<file path="src/rtl/hough_pkg.sv">
// Shared types and fixed-point constants for the Hough line raster.
package hough_pkg;

    // Signed pixel coordinate width.
    localparam int COORD_W = 12;
    // Signed sin/cos width, Q2.(TRIG_W-2).
    localparam int TRIG_W  = 16;
    // Fractional bits of sin/cos; 1.0 == 2**FRAC.
    localparam int FRAC    = 14;

    typedef logic signed [COORD_W-1:0] coord_t;
    typedef logic signed [TRIG_W-1:0]  trig_t;

    typedef enum logic [2:0] {
        IDLE,
        INIT,
        SWEEP,
        FLUSH,
        DONE
    } raster_state_t;

endpackage

</file>
<file path="src/rtl/hough_coord_round.sv">
// Turns a fixed-point accumulator into a rounded pixel coordinate (round half
// up) and flags whether that coordinate lies inside 0..LIMIT.
module hough_coord_round
    import hough_pkg::*;
#(
    parameter int ACC_W = COORD_W + FRAC + 12,
    parameter int LIMIT = 1000
) (
    input  logic signed [ACC_W-1:0] acc,
    output coord_t                  coord,
    output logic                    in_range
);

    localparam logic signed [ACC_W-1:0] HALF = ACC_W'(2 ** (FRAC - 1));
    localparam logic signed [ACC_W-1:0] LIM  = ACC_W'(LIMIT);

    logic signed [ACC_W-1:0] rounded;

    // Arithmetic shift floors, so adding one half first rounds half up,
    // including for negative accumulators.
    assign rounded  = (acc + HALF) >>> FRAC;
    // The full-width value is range-checked so that far-off-image points
    // cannot alias into the image through truncation.
    assign in_range = (rounded[ACC_W-1] == 1'b0) && (rounded <= LIM);
    assign coord    = rounded[COORD_W-1:0];

endmodule

</file>
<file path="src/rtl/hough_line_raster.sv">
// Rasterises one detected Hough line: sweeps j over [J_MIN,J_MAX], generates
// x = x0 - j*sin, y = y0 + j*cos, clips to the image, drops consecutive
// duplicates and streams pixels over a valid/ready interface.
module hough_line_raster
    import hough_pkg::*;
#(
    parameter int J_W   = 12,
    parameter int J_MIN = -1000,
    parameter int J_MAX = 1000,
    parameter int X_MAX = 1000,
    parameter int Y_MAX = 1000
) (
    input  logic                      clk,
    input  logic                      reset,
    input  logic                      line_valid,
    output logic                      line_ready,
    input  logic signed [COORD_W-1:0] x0,
    input  logic signed [COORD_W-1:0] y0,
    input  logic signed [TRIG_W-1:0]  cos,
    input  logic signed [TRIG_W-1:0]  sin,
    output logic                      pix_valid,
    input  logic                      pix_ready,
    output logic [COORD_W-1:0]        pix_x,
    output logic [COORD_W-1:0]        pix_y,
    output logic                      busy,
    output logic                      line_done,
    output logic [15:0]               pix_count
);

    localparam int ACC_W = COORD_W + FRAC + J_W;

    localparam logic signed [ACC_W-1:0] J_MIN_ACC = ACC_W'(J_MIN);
    localparam logic signed [J_W-1:0]   J_FIRST   = J_W'(J_MIN);
    localparam logic signed [J_W-1:0]   J_LAST    = J_W'(J_MAX);

    raster_state_t           state;
    coord_t                  x0_r, y0_r;
    trig_t                   cos_r, sin_r;
    logic signed [ACC_W-1:0] ax, ay;
    logic signed [J_W-1:0]   j;
    logic                    has_last;

    coord_t cand_x, cand_y;
    logic   x_in, y_in;
    logic   stall, is_new, emit;

    hough_coord_round #(.ACC_W(ACC_W), .LIMIT(X_MAX)) u_round_x (
        .acc      (ax),
        .coord    (cand_x),
        .in_range (x_in)
    );

    hough_coord_round #(.ACC_W(ACC_W), .LIMIT(Y_MAX)) u_round_y (
        .acc      (ay),
        .coord    (cand_y),
        .in_range (y_in)
    );

    // The held pixel doubles as the last-emitted pixel for duplicate removal.
    assign stall  = pix_valid & ~pix_ready;
    assign is_new = ~has_last | (cand_x != pix_x) | (cand_y != pix_y);
    assign emit   = x_in & y_in & is_new;

    // Status decoded straight from the state so line_ready rises in the very
    // first cycle after reset is released.
    assign line_ready = (state == IDLE) & ~reset;
    assign busy       = (state != IDLE);
    assign line_done  = (state == DONE);

    // Line FSM, sweep accumulators and pixel output register.
    // NOTE: all state here is updated with non-blocking assignments so every
    // register samples the pre-edge values of the others.
    always_ff @(posedge clk) begin
        if (reset) begin
            state     <= IDLE;
            pix_valid <= 1'b0;
            pix_x     <= '0;
            pix_y     <= '0;
            pix_count <= '0;
            has_last  <= 1'b0;
            x0_r      <= '0;
            y0_r      <= '0;
            cos_r     <= '0;
            sin_r     <= '0;
            ax        <= '0;
            ay        <= '0;
            j         <= J_FIRST;
        end else begin
            case (state)
                IDLE: begin
                    if (line_valid) begin
                        x0_r      <= x0;
                        y0_r      <= y0;
                        cos_r     <= cos;
                        sin_r     <= sin;
                        pix_count <= '0;
                        has_last  <= 1'b0;
                        state     <= INIT;
                    end
                end
                INIT: begin
                    ax    <= (ACC_W'(x0_r) <<< FRAC) - J_MIN_ACC * ACC_W'(sin_r);
                    ay    <= (ACC_W'(y0_r) <<< FRAC) + J_MIN_ACC * ACC_W'(cos_r);
                    j     <= J_FIRST;
                    state <= SWEEP;
                end
                SWEEP: begin
                    if (!stall) begin
                        if (emit) begin
                            pix_x     <= cand_x;
                            pix_y     <= cand_y;
                            pix_valid <= 1'b1;
                            pix_count <= pix_count + 16'd1;
                            has_last  <= 1'b1;
                        end else begin
                            pix_valid <= 1'b0;
                        end
                        if (j == J_LAST) begin
                            state <= FLUSH;
                        end else begin
                            ax <= ax - ACC_W'(sin_r);
                            ay <= ay + ACC_W'(cos_r);
                            j  <= j + J_W'(1);
                        end
                    end
                end
                FLUSH: begin
                    if (!pix_valid) begin
                        state <= DONE;
                    end else if (pix_ready) begin
                        pix_valid <= 1'b0;
                    end
                end
                DONE: begin
                    state <= IDLE;
                end
                default: begin
                    state <= IDLE;
                end
            endcase
        end
    end

endmodule

</file>
<file path="config.mk">
export PLATFORM = sky130hd
export DESIGN_NAME = hough_line_raster
export DESIGN_NICKNAME = d
export VERILOG_FILES = /design/src/rtl/hough_pkg.sv /design/src/rtl/hough_coord_round.sv /design/src/rtl/hough_line_raster.sv
export SDC_FILE = /design/constraint.sdc
export NUM_CORES = 1
export LEC_CHECK = 0
export CAP_MARGIN = 30
export CORE_MARGIN = 1
export CORE_UTILIZATION = 55
export DETAILED_ROUTE_END_ITERATION = 12
export HOLD_SLACK_MARGIN = 0.15
export PLACE_DENSITY = 0.78
export SLEW_MARGIN = 30
export SYNTH_ARGS = -nofsm -noshare
export SYNTH_HDL_FRONTEND = slang
export SYNTH_SLANG_ARGS = --single-unit
</file>
<file path="constraint.sdc">
create_clock -name clk -period 6.2 [get_ports clk]
set_input_delay 0.62 -clock clk [delete_from_list [all_inputs] [get_ports clk]]
set_output_delay 0.62 -clock clk [all_outputs]
set_load 0.01 [all_outputs]
</file>
* Word-level counts from Yosys, hierarchy flattened
Index checks and enable logic that the tools add are counted.
Word-level totals: input bits 60, flip-flop bits (word level) 189, logic and storage cells 90, output and inout bits 44
Operators by class: equal/unequal tests 13, muxes and demuxes 27, multiply operators 2, reductions and logical operators 13, add/sub/neg operators 8, bitwise logic cells 12, magnitude comparators 2
Operators by type and width (number):
- 38-bit two-way mux | 4
- 38-bit one-hot mux with 2 select lines | 2
- 38-bit by 15-bit adder with 38-bit output (second input constant) | 2
- 24-bit by 11-bit <= comparator with 1-bit output (second input constant) | 2
- 8-bit by 16-bit multiplier with 24-bit output (first input constant) | 2
- 16-bit two-way mux | 3
- 38-bit by 16-bit adder with 38-bit output | 1
- 38-bit by 16-bit subtractor with 38-bit output | 1
- 16-bit one-hot mux with 2 select lines | 1
- 26-bit by 27-bit adder with 28-bit output | 1
- 26-bit by 27-bit subtractor with 28-bit output | 1
- 12-bit two-way mux | 2
- 12-bit != test | 2
- 12-bit one-hot mux with 2 select lines | 1
- 16-bit by 1-bit adder with 16-bit output (second input constant) | 1
- 12-bit by 2-bit adder with 12-bit output (second input constant) | 1
- 12-bit by 11-bit equality test with 1-bit output (second input constant) | 1
- 3-bit two-way mux | 4
- 2-bit != test (second input constant) | 6
- 3-bit one-hot mux with 4 select lines | 1
- 4-bit AND reduction | 2
- 1-bit two-way mux | 7
- 3-bit by 2-bit equality test with 1-bit output (second input constant) | 2
- 1-bit NOT | 6
- other kinds (11) | 21

* Longest topological paths before layout
Gate-level depths: netlist of the first run.
depth in word-level cells 8, depth in mapped cells 27, depth with buffers taken out 26

* Hierarchy
From an unflattened synthesis of the first run, not the netlist that was laid out.
Second synthesis, totals: cell total of the unflattened synthesis 2404, area, all modules 18484.0 um^2
Modules (own cells, without submodules):
- hough_line_raster | seq. area each 3783.6 um^2, area an instance 17275.3 um^2, instances 1, cells an instance 2230
- hough_coord_round | seq. area each 0.0 um^2, area an instance 604.3 um^2, instances 2, cells an instance 87

* Least setup slack after synthesis of the first run
No wires, ideal clock.
path type reg-to-reg, start register cos_r[15], end register ay[32], clock period less this slack 5614 ps, slack 586 ps, required time 6085 ps, data arrival time 5500 ps, cell stages (with the launch flop) 24, buffers on the path 0, setup time 115 ps, path through dfxtp_1 ha_1 inv_1 ha_1 ha_1 inv_1 fa_1 inv_1 ha_1 or3_1 o21ai_0 a21oi_1 a21oi_1 nor2b_1 o21a_1 nor2_1 xnor2_1 ha_1 or2_2 a21oi_1 a21oi_1 a41oi_1 inv_1 a2111oi_0
On the way: word-level cells in the longest chain between the ends 4, elaborated cells on any way between the ends 6, those cells by class add/sub (2); mul (1); mux (3)
Ends and longest elaborated chain:
- start: declaration | RTL line hough_line_raster.sv:38 | trig_t cos_r, sin_r;
- start signal: assignment | RTL line hough_line_raster.sv:94 | cos_r <= cos;
- branches (longest 3 deep; another with 26-bit by 27-bit adder with 28-bit output)
- 38-bit one-hot mux with 2 select lines (*) | RTL line hough_line_raster.sv:89 | case (state)
- end signal: assignment | RTL line hough_line_raster.sv:103 | ay <= (ACC_W'(y0_r) <<< FRAC) + J_MIN_ACC * ACC_W'(cos_r);
- end signal: assignment | RTL line hough_line_raster.sv:122 | ay <= ay + ACC_W'(cos_r);
- end: declaration | RTL line hough_line_raster.sv:39 | logic signed [ACC_W-1:0] ax, ay;
Every way passes the cells marked *. The select of a mux whose other input is x is not followed. A chain may end at the register's enable or synchronous reset.

* Worst setup path in the final report of the first run
start register cos_r[8], end register ay[29]
Same word-level chain as after synthesis.

==> results of run 1 <==
-- power groups by stage --
stage	clock network [uW]	logic (uW)	registers, uW
6_report	1170	4190	1720
5_1_grt	1230	4650	1750
4_1_cts	1180	4110	1710
3_5_place_dp	0	4080	1730
3_3_place_gp	0	3960	1720
2_1_floorplan	0	3290	1560
-- routing by layer --
layer	part of all wire, %	wire length, um	vias up
li1	-	-	8336
met5	0	0	-
met1	45	21270	7887
met3	5.3	2474	78
met2	47	22040	519
met4	2.2	1044	0
-- worst max path at each step --
stage                                endpoint  slack [ns]  cells past startpoint
after global routing      ay[32]$_SDFFE_PP0P_      -0.006                     24
after global placement    ax[26]$_SDFFE_PP0P_        0.57                     22
after CTS                 ay[30]$_SDFFE_PP0P_        0.26                     24
after detailed placement  ay[30]$_SDFFE_PP0P_        0.29                     24
after floorplan           ay[32]$_SDFFE_PP0P_        0.59                     23
final                     ay[29]$_SDFFE_PP0P_        0.29                     24
-- placed cells by master (no fill, tap or decap), types with 10 or more instances in the layout --
cell type / netlist / routed
sky130_fd_sc_hd__nand2_1: 275 / 273
sky130_fd_sc_hd__ha_1: 251 / 251
sky130_fd_sc_hd__a21oi_1: 210 / 210
sky130_fd_sc_hd__nor2_1: 197 / 196
sky130_fd_sc_hd__dfxtp_1: 189 / 188
sky130_fd_sc_hd__inv_1: 169 / 169
sky130_fd_sc_hd__xnor2_1: 108 / 107
sky130_fd_sc_hd__clkdlybuf4s50_1: 0 / 102
sky130_fd_sc_hd__o21ai_0: 96 / 96
sky130_fd_sc_hd__xor2_1: 79 / 79
sky130_fd_sc_hd__nand3_1: 66 / 66
sky130_fd_sc_hd__nor3_1: 62 / 62
sky130_fd_sc_hd__a211oi_1: 52 / 52
sky130_fd_sc_hd__a21o_1: 40 / 40
sky130_fd_sc_hd__and3_1: 31 / 31
sky130_fd_sc_hd__a31oi_1: 28 / 27
sky130_fd_sc_hd__fa_1: 27 / 27
sky130_fd_sc_hd__nand4_1: 23 / 23
sky130_fd_sc_hd__nand2b_1: 21 / 21
sky130_fd_sc_hd__nor2b_1: 18 / 18
sky130_fd_sc_hd__clkbuf_16: 0 / 17
sky130_fd_sc_hd__o21bai_1: 14 / 14
sky130_fd_sc_hd__buf_4: 4 / 14
sky130_fd_sc_hd__nor3b_1: 13 / 13
sky130_fd_sc_hd__a311oi_1: 13 / 13
sky130_fd_sc_hd__o21a_1: 12 / 12
sky130_fd_sc_hd__nor4_1: 14 / 12
sky130_fd_sc_hd__a211o_1: 11 / 11
sky130_fd_sc_hd__or3_1: 11 / 11
sky130_fd_sc_hd__a221oi_1: 10 / 10
-- cells by family (layout without fill, tap and decap cells) --
logic type               count (synthesis)  in the layout  synth area share, %
multiplexers                             6              6               0.3449
buffers and inverters                  262            320                5.744
AO/OA/AOI/OAI                          597            597                21.43
adder cells (fa/ha/maj)                279            279                20.76
flip-flops                             189            189                21.29
XOR/XNOR                               188            188                9.340
AND/OR/NAND/NOR                        791            791                21.09
-- flip-flops by register name, indices dropped and copies added (netlist names) --
register,cells
ax,38
ay,38
cos_r,16
pix_count,16
sin_r,16
j,12
pix_x,12
pix_y,12
x0_r,12
y0_r,12
state,3
has_last,1
pix_valid,1
-- repair_timing --
action / in CTS / in global routing
hold buffers: 0 / 0
gates resized for setup: 0 / 11
hold endpoints to repair: 0 / 0
endpoints found under the setup margin: 0 / 19
-- worst min-delay path: cells and delay by family (launching register included) --
kind,cells,cell delay (ns)
AO/OA/AOI/OAI,1,0.05
flip-flops,1,0.32
AND/OR/NAND/NOR,1,0.05
-- final cells by class --
| class | instances | area [um^2] |
|---|---|---|
| multi-input combinational | 1861 | 13040 |
| fill | 2847 | 11920 |
| sequential | 189 | 3785 |
| timing repair buffer | 118 | 1149 |
| inverter | 170 | 638.1 |
| tap | 402 | 503.0 |
| clock buffer | 17 | 425.4 |
| clock inverter | 15 | 171.4 |
-- stage by stage --
stage,std cells,total power [uW]
2_1_floorplan,2312,4850
3_3_place_gp,2740,5685
3_5_place_dp,2740,5810
4_1_cts,2772,7001
5_1_grt,2772,7627
6_report,2772,7076
==> flow_results.org, run 1 <==
** Status
- The run finished with clean final reports.

** Global route
- Number of global-route vias before repair :: 15,940
- After global routing, the most crowded layer is met2.
- Total Routing Usage GR :: 28.42%
- First-pass GRT wire length :: 77.42 mm
- In the global route stage, met2 resource usage came out at 48.92%.
- The number of antenna violations at the first check in global routing is 0.
- Summed over all layers, the global routing overflow is 0.
- Fraction of met1 tracks used by global routing :: 36.89%
- Met3 capacity usage during global routing :: 3.590%
- Entering global routing, the biggest net connects 105 pins.

** Yosys
- Ys async rst share :: 0%
- In this run the cell area of the synthesized design comes to 17,780 um^2.
- Number of synthesized register bits :: 189
- Counting every instance in the synthesized netlist gives 2,312.
- Area fraction of the dominant cell type after synthesis :: 21.29%
- Cell type contributing the most total cell area after synthesis :: sky130_fd_sc_hd__dfxtp_1
- Most numerous cell in the Yosys netlist :: sky130_fd_sc_hd__nand2_1
- Synth top cells by count :: sky130_fd_sc_hd__nand2_1 (275), sky130_fd_sc_hd__ha_1 (251), sky130_fd_sc_hd__a21oi_1 (210)
- Leading register cell type out of synthesis :: sky130_fd_sc_hd__dfxtp_1
- Syn_area_per_cell :: 7.688 um^2
- Yosys Warn Count :: 0
- After synthesis, the cell types taking the most area are sky130_fd_sc_hd__dfxtp_1 (21%), sky130_fd_sc_hd__ha_1 (18%), sky130_fd_sc_hd__a21oi_1 (5.9%).
- The netlist uses 85 different library cells.
- Sequential share of the synthesized area :: 21.29%
- In this run, synthesis inferred 0 flip-flops with an integrated enable.
- Synthesized netlist net count :: 2,650

** Timing
- The final-report hold violation count is 0.
- Timing would allow up to 169.1 MHz.
- Setup TNS :: 0 ns
- Final worst slack :: 0.2871 ns
- Across all hold checks on the routed design, the worst slack comes to 0.4650 ns.
- Tightest slew margin relative to the limit :: 42.88%
- Dividing the final minimum period by the clock period gives 95.37%.
- The number of max-slew violations in the final report came to 0.
- Number of setup violations in the final report :: 0
- Slew of the pin with the lowest slew margin :: 0.8558 ns
- Subtracting the final worst setup slack from the clock period gives 5.913 ns.
- Between clock sinks in the finished design, the worst skew comes to 0.01726 ns.

** Clocking
- Clock root buffer :: sky130_fd_sc_hd__clkbuf_16
- Worst-Skew Late Latency :: 0.46 ns
- After clock tree synthesis, the clock-pin slew on the worst setup and hold paths is 0.08 ns.
- The clock drives 189 sinks.
- In this run the deepest clock path goes through 2 buffers.
- CTS built an H-tree with a depth of 4.
- The number of clock buffers added by TritonCTS is 17.
- Setup repair bufs after CTS :: 0
- TritonCTS clock tree :: yes

** Cells and area
- Once layout is complete, the utilization of the core stands at 62.31%.
- Total Nets Final :: 2,695
- Of the cells placed in the final design, the portion with a size suffix greater than 1 is 4.051%.
- After routing the design area is 19,710 um^2.
- The repair_antennas step left the layout with diodes totalling 0.
- From synthesis to final layout, the design area changed by 10.90%.

** Worst setup path
- In this run the worst setup path begins at cos_r[8]$_SDFFE_PP0P_.
- The slowest stage of the critical path belongs to the cell sky130_fd_sc_hd__fa_1.
- Data arrives at the worst endpoint at 6.24 ns.
- Along the worst path, the maximum fanout reaches 7.
- Walking the worst path, the cells encountered are ha_1 > ha_1 > inv_1 > fa_1 > fa_1 > inv_1 > ha_1 > nor3_1 > o21ai_0 > a31oi_2 > o21ai_0 > a41oi_2 > a21oi_1 > a211o_1 > a21oi_1 > xnor2_1 > ha_1 > nand2b_1 > o21ai_0 > a21oi_1 > a41oi_1 > buf_4 > nor2_1 > a2111oi_0.
- Cell family with the largest share of critical-path delay :: compound AO/OA/AOI/OAI gates
- CP dominant cell by count :: sky130_fd_sc_hd__ha_1
- The worst register-to-register path begins at cos_r[8]$_SDFFE_PP0P_.
- Crit-path max cell delay :: 0.55 ns
- Setup slack on the worst reg-to-reg path comes out at 0.29 ns.
- Crit start category :: flip-flop
- End of the worst register-to-register path :: ay[29]$_SDFFE_PP0P_
- Crit path required time :: 6.53 ns
- Number of buffers and inverters on the critical path :: 3
- Crit Path Category :: flip-flop to flip-flop
- Setup crit end kind :: flip-flop
- For the worst flop-to-flop path, the logic depth is 24.

** Place
- Detailed placement finished with a half-perimeter wire length of 34.79 mm.
- At the placement stage, the worst setup path has a slack of 0.2937 ns.
- Count of buffers inserted at the top-level ports :: 103
- Placed Instance Area :: 19,060 um^2
- The congestion estimate from routability-driven global placement came to 0.9274.

** Worst hold path
- Worst Hold Launch :: y0_r[3]$_SDFFE_PP0P_
- Worst Hold Path EP :: y0_r[3]$_SDFFE_PP0P_
- The worst hold path passes through 2 cells.
- The min-delay analysis places its worst path in the category flip-flop to flip-flop.

** Route
- Total wirelength of the detailed-routed design :: 46.83 mm
- The first detailed-routing pass ran for 6 iterations.
- Using the TritonRoute via totals, the vias-per-cell ratio works out to 6.068.
- For this block, the initial DRC count from the detailed router was 1,214.
- Post-route DRC violation count :: 0
- The detailed router placed 16,820 vias in this run.
- The detail route stage leaves a number of antenna-violating nets equal to 0.
- After detailed routing, the average wire length per cell comes to 16.90 um.

** Floorplanning
- The floorplan step defined a die boundary enclosing 33,040 um^2.
- The die is 181.8 um tall.
- During I/O placement, the number of pins put on the boundary was 104.
- The floorplan has 65 rows.
- The die is 181.8 um wide.
- Starting density of the core :: 56.19%
- The region available for standard cell placement spans 31,640 um^2.

** Pwr
- Portion of total power attributed to sequential cells :: 24.3%
- Internal power comes to 3765 uW.
- Per report_power, the combinational group accounts for 59.2% of the total.
- The analysis attributes to cell leakage a power of 0.008514 uW.
- Switching portion of total power :: 46.79%
- VDD sags by at most 0.2256 mV.
- Summed over all nets, the switching power comes to 3310 uW.
- In this run, the clock network consumes 16.5% of the power.
- For this design the ratio of total power to cell area is 358.9 nW/um^2.

** Job
- The tool flagged a number of max-cap violations equal to 0.
Note: power is estimated with default switching activity, not from simulation.
==> run 2: changes to the inputs <==
Settings changed: CTS_CLUSTER_DIAMETER set to 120, SLEW_MARGIN 30 to not set.
==> run 2 against run 1 <==
Net effect: clock power is essentially flat; core utilization barely moved; non-clock buffer count rose by 2; critical path depth down 2; worst setup slack improved by 0.077 ns; sequential power about the same; highest routed layer unchanged; hold slack got worse by 0.0022 ns; combinational power about the same; sequential share of layout area hardly changed.
==> flow_results.org, run 2 (synthesized netlist as in run 1, its figures left out) <==
** Status
- Status :: complete, no violations

** Global route
- Pin count of the biggest net entering global routing :: 72
- Number of global-route vias before repair :: 16,090
- First-pass GRT wire length :: 77.49 mm
- Summed over all layers, the global routing overflow is 0.
- For this run, the total global-route usage over all layers was measured as 28.40%.
- Antenna violations before repair :: 0

** Route
- Using the TritonRoute via totals, the vias-per-cell ratio works out to 6.072.
- Number of DRC markers after the initial detailed-route iteration :: 1,104
- Total wirelength of the detailed-routed design :: 46.40 mm
- Remaining number of nets flagged by the antenna check after routing :: 0
- Post-route DRC violation count :: 0
- After detailed routing, the average wire length per cell comes to 16.73 um.
- First-pass iteration count of the detailed router :: 6
- Count of vias placed by the detailed router :: 16,840

** Pwr
- Cell internal power was estimated by the tool at 3767 uW.
- The clock network is responsible for 16.2% of the overall power.
- Net switching is 46.49% of the power.
- Across the VDD grid, the largest voltage drop is 0.2381 mV.
- Leakage power summed over all cells :: 0.008534 uW
- In this run the power density over the cells is 356.9 nW/um^2.
- In this run the power spent charging and discharging nets is 3273 uW.
- Of the total power, registers draw 24.4%.
- Share of total power in combinational logic :: 59.4%

** Timing
- Setup violations remaining at the end of the flow were counted as 0.
- Achievable Freq :: 171.4 MHz
- The worst path needs 5.836 ns of the cycle, external delays included.
- Tightest slew margin relative to the limit :: 37.92%
- The number of max-slew violations in the final report is 0.
- The worst path uses 94.13% of the clock period.
- Clock skew on the completed layout was measured at 0.01216 ns.
- Final hold analysis gives a worst-case slack of 0.4628 ns.
- At the pin with the least slew margin, the transition time is 0.9227 ns.
- The final-report hold violation count was 0.
- Setup repair after global routing left no endpoint under its margin.
- Setup TNS :: 0 ns

** Cells and area
- The largest registers in the layout are ax: 38 flops, ay: 38 flops.
- Commonest cells after routing, fill and taps aside :: sky130_fd_sc_hd__nand2_1 (273), sky130_fd_sc_hd__ha_1 (251), sky130_fd_sc_hd__a21oi_1 (210)
- The post-route netlist has 4.005% of its cells at a drive strength greater than 1.
- Cell area after layout :: 19,730 um^2
- Final core utilization :: 62.36%
- Leaving out fill and tap cells, the most frequent cell in the layout is sky130_fd_sc_hd__nand2_1.
- In the final design database the tool counted 2,697 nets.
- Area added between synthesis and finish :: 10.98%
- Count of antenna diodes in the layout :: 0

** Floorplanning
- The core region is 31,640 um^2.
- The die covers 33,040 um^2.
- Count of pins on the block boundary :: 104
- Starting density of the core :: 56.19%
- Die width :: 181.8 um
- The floorplan step set the die height to 181.8 um.
- Std cell rows :: 65

** Worst hold path
- Worst Hold Path Cells :: 2
- Tightest Hold Check Type :: flip-flop to flip-flop
- The worst hold path terminates at ay[0]$_SDFFE_PP0P_.
- Worst Hold Launch :: ay[0]$_SDFFE_PP0P_

** Worst setup path
- Slack of the worst reg-to-reg path :: 0.36 ns
- CP dominant cell by count :: sky130_fd_sc_hd__ha_1
- Data arrives at the worst endpoint at 6.16 ns.
- Measured in cells, the most critical reg-to-reg path has a length of 22.
- Crit Path Category :: flip-flop to flip-flop
- Crit path required time :: 6.52 ns
- End of the worst register-to-register path :: ax[26]$_SDFFE_PP0P_
- STA classifies the critical path endpoint as a flip-flop.
- On the critical path, the stage with the largest delay is an instance of sky130_fd_sc_hd__fa_1.
- The startpoint identified for the worst register-to-register timing path is sin_r[8]$_SDFFE_PP0P_.
- Crit start category :: flip-flop
- Along the worst path, the maximum fanout reaches 9.
- Crit-path max cell delay :: 0.56 ns
- Crit path cell chain :: ha_1 > ha_1 > inv_1 > fa_1 > fa_1 > inv_1 > ha_1 > a21o_1 > a31oi_1 > nor2_1 > nor2_1 > xnor2_1 > ha_1 > nand2b_1 > mux2_2 > a2111oi_1 > o221ai_1 > o21ai_0 > o2111ai_1 > mux2i_1 > nor3_1 > a211oi_1

** Clocking
- TritonCTS clock tree :: yes
- The root buffer cell chosen for the clock tree is sky130_fd_sc_hd__clkbuf_16.
- Clk slew on worst S/H paths :: 0.08 ns
- Max clock buf depth :: 2
- Max H-tree Level :: 4
- Worst-Skew Late Latency :: 0.46 ns
- Buffers inserted during clock tree synthesis total 17.
- # clock sinks :: 189

** Place
- Port buffering added 103 buffers.
- Routability-driven placement finished with a final weighted congestion of 0.9274.
- Placed Instance Area :: 19,080 um^2
- Post-DP HPWL :: 34.76 mm

** Job
- Reported max-cap violation count :: 0
run 2: changes by cell type in the layout (fill, tap and decap cells not counted), sizes merged:
cell | previous run | this run
inv | 177 | 176
clkbuf | 17 | 18
buf | 16 | 18
clkinv | 3 | 5
clkinvlp | 3 | 1
run 2: what timing repair did:
item	4_1_cts	5_1_grt
resized for setup	0	11
setup endpoints to repair	0	16
hold buffers	0	0
endpoints found under the hold margin	0	0
buffers inserted	0	1
run 2: layout make-up:
cell class / count / area (um^2)
inverter: 170 / 638.1
timing repair buffer: 120 / 1180
tap: 402 / 503.0
multi-input combinational: 1861 / 13040
fill: 2818 / 11910
clock buffer: 18 / 429.2
sequential: 189 / 3784
clock inverter: 14 / 157.7
run 2: power by group through the flow:
stage	Combinational (uW)	Clock, uW	Sequential (uW)
after global routing	4640	1210	1750
after CTS	4110	1160	1710
after floorplan	3290	0	1560
after detailed placement	4070	0	1730
final	4180	1140	1720
after global placement	3960	0	1720
run 2: worst max path at each step:
stage,from,end,slack [ns]
CTS,sin_r[8]$_SDFFE_PP0P_,ax[26]$_SDFFE_PP0P_,0.31
finish,sin_r[8]$_SDFFE_PP0P_,ax[26]$_SDFFE_PP0P_,0.36
detailed placement,sin_r[9]$_SDFFE_PP0P_,ax[26]$_SDFFE_PP0P_,0.36
global route,cos_r[9]$_SDFFE_PP0P_,ay[32]$_SDFFE_PP0P_,0.003
global placement,sin_r[8]$_SDFFE_PP0P_,ax[26]$_SDFFE_PP0P_,0.57
floorplan,cos_r[15]$_SDFFE_PP0P_,ay[32]$_SDFFE_PP0P_,0.59
run 2: metal layers:
| layer | global-route usage (%) | part of all wire (%) |
|---|---|---|
| met1 | 36.54 | 45 |
| met2 | 48.51 | 47 |
| met3 | 3.931 | 5.6 |
| met4 | 9.831 | 2.5 |
| met5 | 0 | 0 |
run 2: critical path: cells and delay by family, from the launching register on:
family	cells	cell delay [ns]
muxes	2	0.44
buffers and inverters	2	0.13
DFF	1	0.34
adders and majority gates	6	2.31
and+or+nand+nor	4	0.49
AOI/OAI and AO/OA	7	1.88
xor gates and xnor gates	1	0.10
run 2: through the flow:
stage / worst slack [ns] / std cells / power, uW
after floorplan: 0.5858 / 2312 / 4850
after global placement: 0.5698 / 2740 / 5685
after detailed placement: 0.3586 / 2741 / 5807
after CTS: 0.3070 / 2773 / 6974
after global routing: 0.002848 / 2774 / 7602
final: 0.3642 / 2774 / 7040
==> run 3: changes to the inputs <==
Settings changed: CTS_CLUSTER_SIZE set to 40.
==> results of run 3 <==
The final DEF is identical to that of run 2; final timing and power are the same.
